[config.mk]
export PLATFORM = sky130hd
export DESIGN_NAME = core_mem_arbiter
export DESIGN_NICKNAME = d
export VERILOG_FILES = /design/src/rtl/core_mem_arbiter.sv
export SDC_FILE = /design/constraint.sdc
export NUM_CORES = 1
export LEC_CHECK = 0
export ABC_AREA = 1
export CAP_MARGIN = 10
export CORE_AREA = 2 2 156 158
export CTS_CLUSTER_SIZE = 30
export DETAILED_ROUTE_END_ITERATION = 8
export DIE_AREA = 0 0 158 160
export PLACE_DENSITY = 0.7
export SLEW_MARGIN = 20
export SYNTH_ARGS = -nofsm -noshare
export SYNTH_HDL_FRONTEND = slang
export SYNTH_SLANG_ARGS = --single-unit
[constraint.sdc]
create_clock -name clk -period 3.2 [get_ports clk]
set_input_delay 0.96 -clock clk [delete_from_list [all_inputs] [get_ports clk]]
set_output_delay 0.96 -clock clk [all_outputs]
set_load 0.1 [all_outputs]
[src/rtl/core_mem_arbiter.sv]
// Round-robin arbiter serialising per-core requests onto one single-ported memory.
// Optional macro ARB_LOCK_EN adds a per-core lock input that keeps the pointer on its owner.
module core_mem_arbiter #(
  parameter int CORES       = 4,
  parameter int ADDR_W      = 32,
  parameter int DATA_W      = 32,
  parameter int MEM_LATENCY = 1
) (
  input  logic                     clk,
  input  logic                     reset,
  input  logic [CORES-1:0]         req,
  input  logic [CORES-1:0]         we,
  input  logic [CORES*ADDR_W-1:0]  addr,
  input  logic [CORES*DATA_W-1:0]  wdata,
`ifdef ARB_LOCK_EN
  input  logic [CORES-1:0]         lock,
`endif
  output logic [CORES-1:0]         gnt,
  output logic [CORES-1:0]         done,
  output logic [DATA_W-1:0]        rdata,
  output logic                     busy,
  output logic                     mem_en,
  output logic                     mem_we,
  output logic [ADDR_W-1:0]        mem_addr,
  output logic [DATA_W-1:0]        mem_wdata,
  input  logic [DATA_W-1:0]        mem_rdata
);

  localparam int PTR_W = $clog2(CORES);
  localparam int CNT_W = $clog2(MEM_LATENCY + 1);
  localparam logic [PTR_W:0]   CORES_V = (PTR_W + 1)'(CORES);
  localparam logic [CNT_W-1:0] LAT_V   = CNT_W'(MEM_LATENCY);
  localparam logic [CNT_W-1:0] CNT_ONE = CNT_W'(1);

  typedef enum logic [1:0] {IDLE = 2'd0, ISSUE = 2'd1, WAIT = 2'd2} state_t;

  state_t             state_r, state_s;
  logic [PTR_W-1:0]   ptr_r, ptr_s;
  logic [CNT_W-1:0]   cnt_r, cnt_s;
  logic [CORES-1:0]   gnt_r, gnt_s, done_r, done_s;
  logic [DATA_W-1:0]  rdata_r, rdata_s, mem_wdata_r, mem_wdata_s;
  logic [ADDR_W-1:0]  mem_addr_r, mem_addr_s;
  logic               busy_r, busy_s, mem_en_r, mem_en_s, mem_we_r, mem_we_s;
  logic               win_found_s;
  logic [PTR_W-1:0]   win_idx_s, cand_s;
`ifdef ARB_LOCK_EN
  logic               lock_held_r, lock_held_s;
`endif

  function automatic logic [PTR_W-1:0] ptr_inc(input logic [PTR_W-1:0] p);
    logic [PTR_W:0] nxt;
    nxt = {1'b0, p} + {{PTR_W{1'b0}}, 1'b1};
    if (nxt >= CORES_V) begin
      return {PTR_W{1'b0}};
    end else begin
      return nxt[PTR_W-1:0];
    end
  endfunction

  // Winner search: first requesting lane at or after ptr, wrapping modulo CORES.
  always_comb begin
    win_found_s = 1'b0;
    win_idx_s   = {PTR_W{1'b0}};
    cand_s      = ptr_r;
    for (int k = 0; k < CORES; k++) begin
      if (!win_found_s && req[cand_s]) begin
        win_found_s = 1'b1;
        win_idx_s   = cand_s;
      end else begin
        win_found_s = win_found_s;
      end
      cand_s = ptr_inc(cand_s);
    end
  end

  // Next-state and next-output logic for the IDLE -> ISSUE -> WAIT cycle.
  always_comb begin
    state_s     = state_r;
    ptr_s       = ptr_r;
    cnt_s       = cnt_r;
    gnt_s       = gnt_r;
    done_s      = {CORES{1'b0}};
    rdata_s     = rdata_r;
    mem_en_s    = 1'b0;
    mem_we_s    = mem_we_r;
    mem_addr_s  = mem_addr_r;
    mem_wdata_s = mem_wdata_r;
`ifdef ARB_LOCK_EN
    lock_held_s = lock_held_r;
`endif
    case (state_r)
      IDLE: begin
        gnt_s = {CORES{1'b0}};
        if (win_found_s) begin
          state_s            = ISSUE;
          gnt_s[win_idx_s]   = 1'b1;
          mem_en_s           = 1'b1;
          mem_we_s           = we[win_idx_s];
          mem_addr_s         = addr[int'(win_idx_s)*ADDR_W +: ADDR_W];
          mem_wdata_s        = wdata[int'(win_idx_s)*DATA_W +: DATA_W];
          cnt_s              = LAT_V;
`ifdef ARB_LOCK_EN
          // A locking winner keeps the pointer so its next request wins again.
          if (lock[win_idx_s]) begin
            ptr_s = win_idx_s;
          end else begin
            ptr_s = ptr_inc(win_idx_s);
          end
          lock_held_s = lock[win_idx_s];
`else
          ptr_s = ptr_inc(win_idx_s);
`endif
        end else begin
`ifdef ARB_LOCK_EN
          if (lock_held_r) begin
            ptr_s       = ptr_inc(ptr_r);
            lock_held_s = 1'b0;
          end else begin
            ptr_s = ptr_r;
          end
`else
          ptr_s = ptr_r;
`endif
        end
      end
      ISSUE: begin
        state_s = WAIT;
      end
      WAIT: begin
        if (cnt_r == CNT_ONE) begin
          state_s = IDLE;
          gnt_s   = {CORES{1'b0}};
          done_s  = gnt_r;
          cnt_s   = {CNT_W{1'b0}};
          if (!mem_we_r) begin
            rdata_s = mem_rdata;
          end else begin
            rdata_s = rdata_r;
          end
        end else begin
          cnt_s = cnt_r - CNT_ONE;
        end
      end
      default: begin
        state_s = IDLE;
        gnt_s   = {CORES{1'b0}};
      end
    endcase
    busy_s = (state_s != IDLE);
  end

  // State and output registers with synchronous reset.
  always_ff @(posedge clk) begin
    if (reset) begin
      state_r     <= IDLE;
      ptr_r       <= {PTR_W{1'b0}};
      cnt_r       <= {CNT_W{1'b0}};
      gnt_r       <= {CORES{1'b0}};
      done_r      <= {CORES{1'b0}};
      rdata_r     <= {DATA_W{1'b0}};
      busy_r      <= 1'b0;
      mem_en_r    <= 1'b0;
      mem_we_r    <= 1'b0;
      mem_addr_r  <= {ADDR_W{1'b0}};
      mem_wdata_r <= {DATA_W{1'b0}};
`ifdef ARB_LOCK_EN
      lock_held_r <= 1'b0;
`endif
    end else begin
      state_r     <= state_s;
      ptr_r       <= ptr_s;
      cnt_r       <= cnt_s;
      gnt_r       <= gnt_s;
      done_r      <= done_s;
      rdata_r     <= rdata_s;
      busy_r      <= busy_s;
      mem_en_r    <= mem_en_s;
      mem_we_r    <= mem_we_s;
      mem_addr_r  <= mem_addr_s;
      mem_wdata_r <= mem_wdata_s;
`ifdef ARB_LOCK_EN
      lock_held_r <= lock_held_s;
`endif
    end
  end

  assign gnt       = gnt_r;
  assign done      = done_r;
  assign rdata     = rdata_r;
  assign busy      = busy_r;
  assign mem_en    = mem_en_r;
  assign mem_we    = mem_we_r;
  assign mem_addr  = mem_addr_r;
  assign mem_wdata = mem_wdata_r;

endmodule

==> impl_metrics.py, run 1 <==
metrics = {
    "run_status": {
        "status": "finished clean",
    },
    "global_routing": {
        "antenna_found_initial": 1,
        "grt.total_usage_pct": 22.1,
        "grt_overflow_total": 0,
        "grt_first_pass_wirelength_mm": 45.3,
        "grt_max_degree": 75,
        "grt_pass1_vias": 8953,
    },
    "cts": {
        "cts_setup_buffers": 0,
        "h-tree-depth": 3,
        "cts_hold_buf": 0,
        "post_cts_resized": 0,
        "cts_buffer_depth": 2,
        "clkTransAtPathRegs_ns": 0.08,
        "numCtsBuffers": 9,
        "cts_tree": "built",
        "clk_latency_ns": 0.35,
        "cts-root-buf": "clkbuf_16",
        "clock-sinks": 112,
    },
    "timing": {
        "relSlewSlack_pct": 36.5,
        "rsz0062_at_grt": "no",
        "fmax_mhz": 352,
        "worst_pin_slew_ns": 0.951,
        "setup_viol": 0,
        "fin_ws_ns": 0.355,
        "hold_violations": 0,
        "fin_crit_ns": 2.84,
        "fin_skew_ns": 0.00937,
        "timing.setup.tns_ns": 0,
        "fin_crit_sh_pct": 88.9,
        "final_max_slew_viol_count": 0,
    },
    "synth": {
        "synth_cells": 1398,
        "yosysUniqueCellTypes": 27,
        "synth-seq-area-share_pct": 28.2,
        "postSynthAreaPerCell_um2": 5.69,
        "yosys_warnings": 0,
        "synth_compound_area_share_pct": 2.97,
        "yosys.area_share.simple_pct": 44.3,
        "ys_ff_latch": 112,
        "synthXorXnorAreaFrac_pct": 0,
        "synth-main-ff-cell": "dfxtp_1",
        "synth_area_um2": 7950,
        "async_flop_share_pct": 0,
        "synth_fp_nets": 1701,
        "synth_top_area_cell": "dfxtp_1",
        "synth_top_family_by_area": "simple AND/OR/NAND/NOR gates",
        "synth_fa_ha_area_share_pct": 0.787,
        "synth_area_leaders": "dfxtp_1 28%, nand3_1 26%, inv_1 16%, nor2_1 9.7%, nand2_1 7.5%",
        "synth_edf_count": 0,
        "yosysTopAreaCellShare_pct": 28.2,
        "synth_mux_area_share_pct": 0,
    },
    "placement": {
        "placed_area_um2": 12000,
        "hpwl_mm": 21.1,
        "finalWeightedCongestion": 0.876,
        "io_buffer_count": 404,
        "preCtsSetupSlack_ns": 0.00594,
        "dp_cells": 2065,
    },
    "critical_path": {
        "cp_slowest_stage_delay_ns": 0.44,
        "worst_path_dominant_cell_family": "simple AND/OR/NAND/NOR gates",
        "critPathSlowestCell": "clkdlybuf4s50_1",
        "path_buf_inv": 5,
        "worst-endpoint-arrival_ns": 3.15,
        "r2r_start": "ptr_r[0]",
        "startpoint_type": "primary input",
        "crit_required_ns": 3.50,
        "crit_path_end_kind": "flip-flop",
        "r2r_slack_ns": 0.54,
        "rr_worst_depth": 15,
        "crit_start": "req[3]",
        "critical_path_depth": 15,
        "worstPathMaxFanout": 26,
        "crit_chain": "clkdlybuf4s50_1, inv_1, nand2_1, nand3_1, nand2_1, nor2_4, nand2_2, nor2_2, inv_2, nand3_2, buf_4, nand3_1, nand3_1, nand2_1, inv_1",
        "critPathKind": "primary input to flip-flop",
        "crit_end": "mem_addr[11]",
        "rr_endpoint": "mem_addr[11]",
    },
    "route": {
        "vias_per_cell": 4.67,
        "avgRoutedWirePerCell_um": 14.1,
        "remaining_drc_errors": 0,
        "routed_wl_mm": 29.4,
        "drt_iter0_drc": 556,
        "ant_nets": 0,
        "first_pass_iters": 6,
        "via_count": 9725,
    },
    "floorplan": {
        "die_h_um": 160,
        "start_util_pct": 33.4,
        "dieWidth_um": 158,
        "rows": 57,
        "dieArea_um2": 25300,
        "num_io_pins": 405,
        "core_um2": 23800,
    },
    "run": {
        "drv_cap": 0,
    },
    "pwr": {
        "leakage_nw": 6.84,
        "vdd_ir_drop_max_mv": 0.936,
        "power.total_mw": 15.7,
        "power_density_nw_per_um2": 1270,
    },
    "cells_and_area": {
        "drive_above_1_share_pct": 10.1,
        "fin_area_um2": 12400,
        "fin_cells": 2082,
        "areaGrowthSynthToFinish_pct": 55.3,
        "fin_nets": 2055,
    },
    "hold_path": {
        "hold_class": "flip-flop to flip-flop",
    },
}
-- Yosys cell counts, types with 2 or more instances --
cell type / count
buf_2: 48
clkbuf_1: 22
o21ai_0: 38
buf_6: 15
buf_4: 7
nand3_1: 408
nand2_2: 5
inv_1: 349
inv_2: 6
a21oi_1: 3
nor2_2: 2
ha_1: 5
dfxtp_1: 112
nand2_1: 158
nor2_1: 206
nor3_1: 2
nor2_4: 2
-- kinds of logic after synthesis --
family,after synthesis
AOI/OAI and AO/OA,45
adders and majority gates,5
buffers and inverters,449
DFF,112
and+or+nand+nor,787
-- where the power goes --
part           internal, mW  switching, mW  total [mW]
clock network         0.555          0.588        1.14
registers              1.87          0.237        2.11
logic                  3.84           8.58        12.4
-- registers in the layout, indices dropped and copies added (netlist names), 2 cells and up --
name	flops
mem_addr	32
mem_wdata	32
rdata	32
done	4
gnt	4
ptr_r	2
state_r	2
-- layer usage --
| layer | vias up | wire length (µm) | global-route usage (%) |
|---|---|---|---|
| li1 | 4937 | - | - |
| met1 | 4341 | 11900 | 27.0 |
| met2 | 391 | 13800 | 37.3 |
| met3 | 56 | 2660 | 5.62 |
| met4 | 0 | 938 | 8.07 |
| met5 | - | 0 | 0 |
-- placed cells by master (no fill, tap or decap), drive strengths merged, types with 3 or more instances in the layout --
master | Yosys | layout
nand3 | 409 | 409
inv | 355 | 357
clkdlybuf4s50 | 0 | 296
nor2 | 210 | 210
nand2 | 164 | 164
buf | 71 | 141
dfxtp | 112 | 112
o21ai | 39 | 39
clkbuf | 23 | 9
ha | 5 | 5
clkinv | 0 | 4
a21oi | 3 | 3
-- worst min-delay path: stages, from the launching register on --
cell     delay (ns)
dfxtp_1        0.32
inv_1          0.06
nor2_1         0.05
-- worst min path at each step --
stage,from,to,slack [ns],cells past startpoint
5_1_grt,gnt[1],done[1],0.49,2
3_3_place_gp,gnt[1],done[1],0.47,2
4_1_cts,gnt[1],done[1],0.47,2
2_1_floorplan,cnt_r,cnt_r,0.50,2
6_report,gnt[1],done[1],0.47,2
3_5_place_dp,gnt[1],done[1],0.45,2
-- layout make-up --
type                    count  area [µm²]
diodes                      1        2.50
clock buffers               9         225
clock inverters             7        77.6
fillers                  2470       11500
inverters                 355        1340
multi-input cells         837        3840
flip-flops and latches    112        2240
well taps                 324         405
repair buffers            437        4220
-- through the flow --
stage | hold slack (ns) | utilization, %
2_1_floorplan | 0.498 | -
3_3_place_gp | 0.470 | 50.6
3_5_place_dp | 0.450 | 50.6
4_1_cts | 0.467 | 51.8
5_1_grt | 0.487 | 51.8
6_report | 0.471 | 51.8
No activity file was read; power rests on OpenSTA's default activity.
==> inputs of run 2 (changes only) <==
--- a/config.mk
+++ b/config.mk
@@ -16,3 +16,4 @@
 export SYNTH_ARGS = -nofsm -noshare
 export SYNTH_HDL_FRONTEND = slang
 export SYNTH_SLANG_ARGS = --single-unit
+export TNS_END_PERCENT = 1
==> results of run 2 <==
Final layout, timing and power as in run 1 (identical DEF).
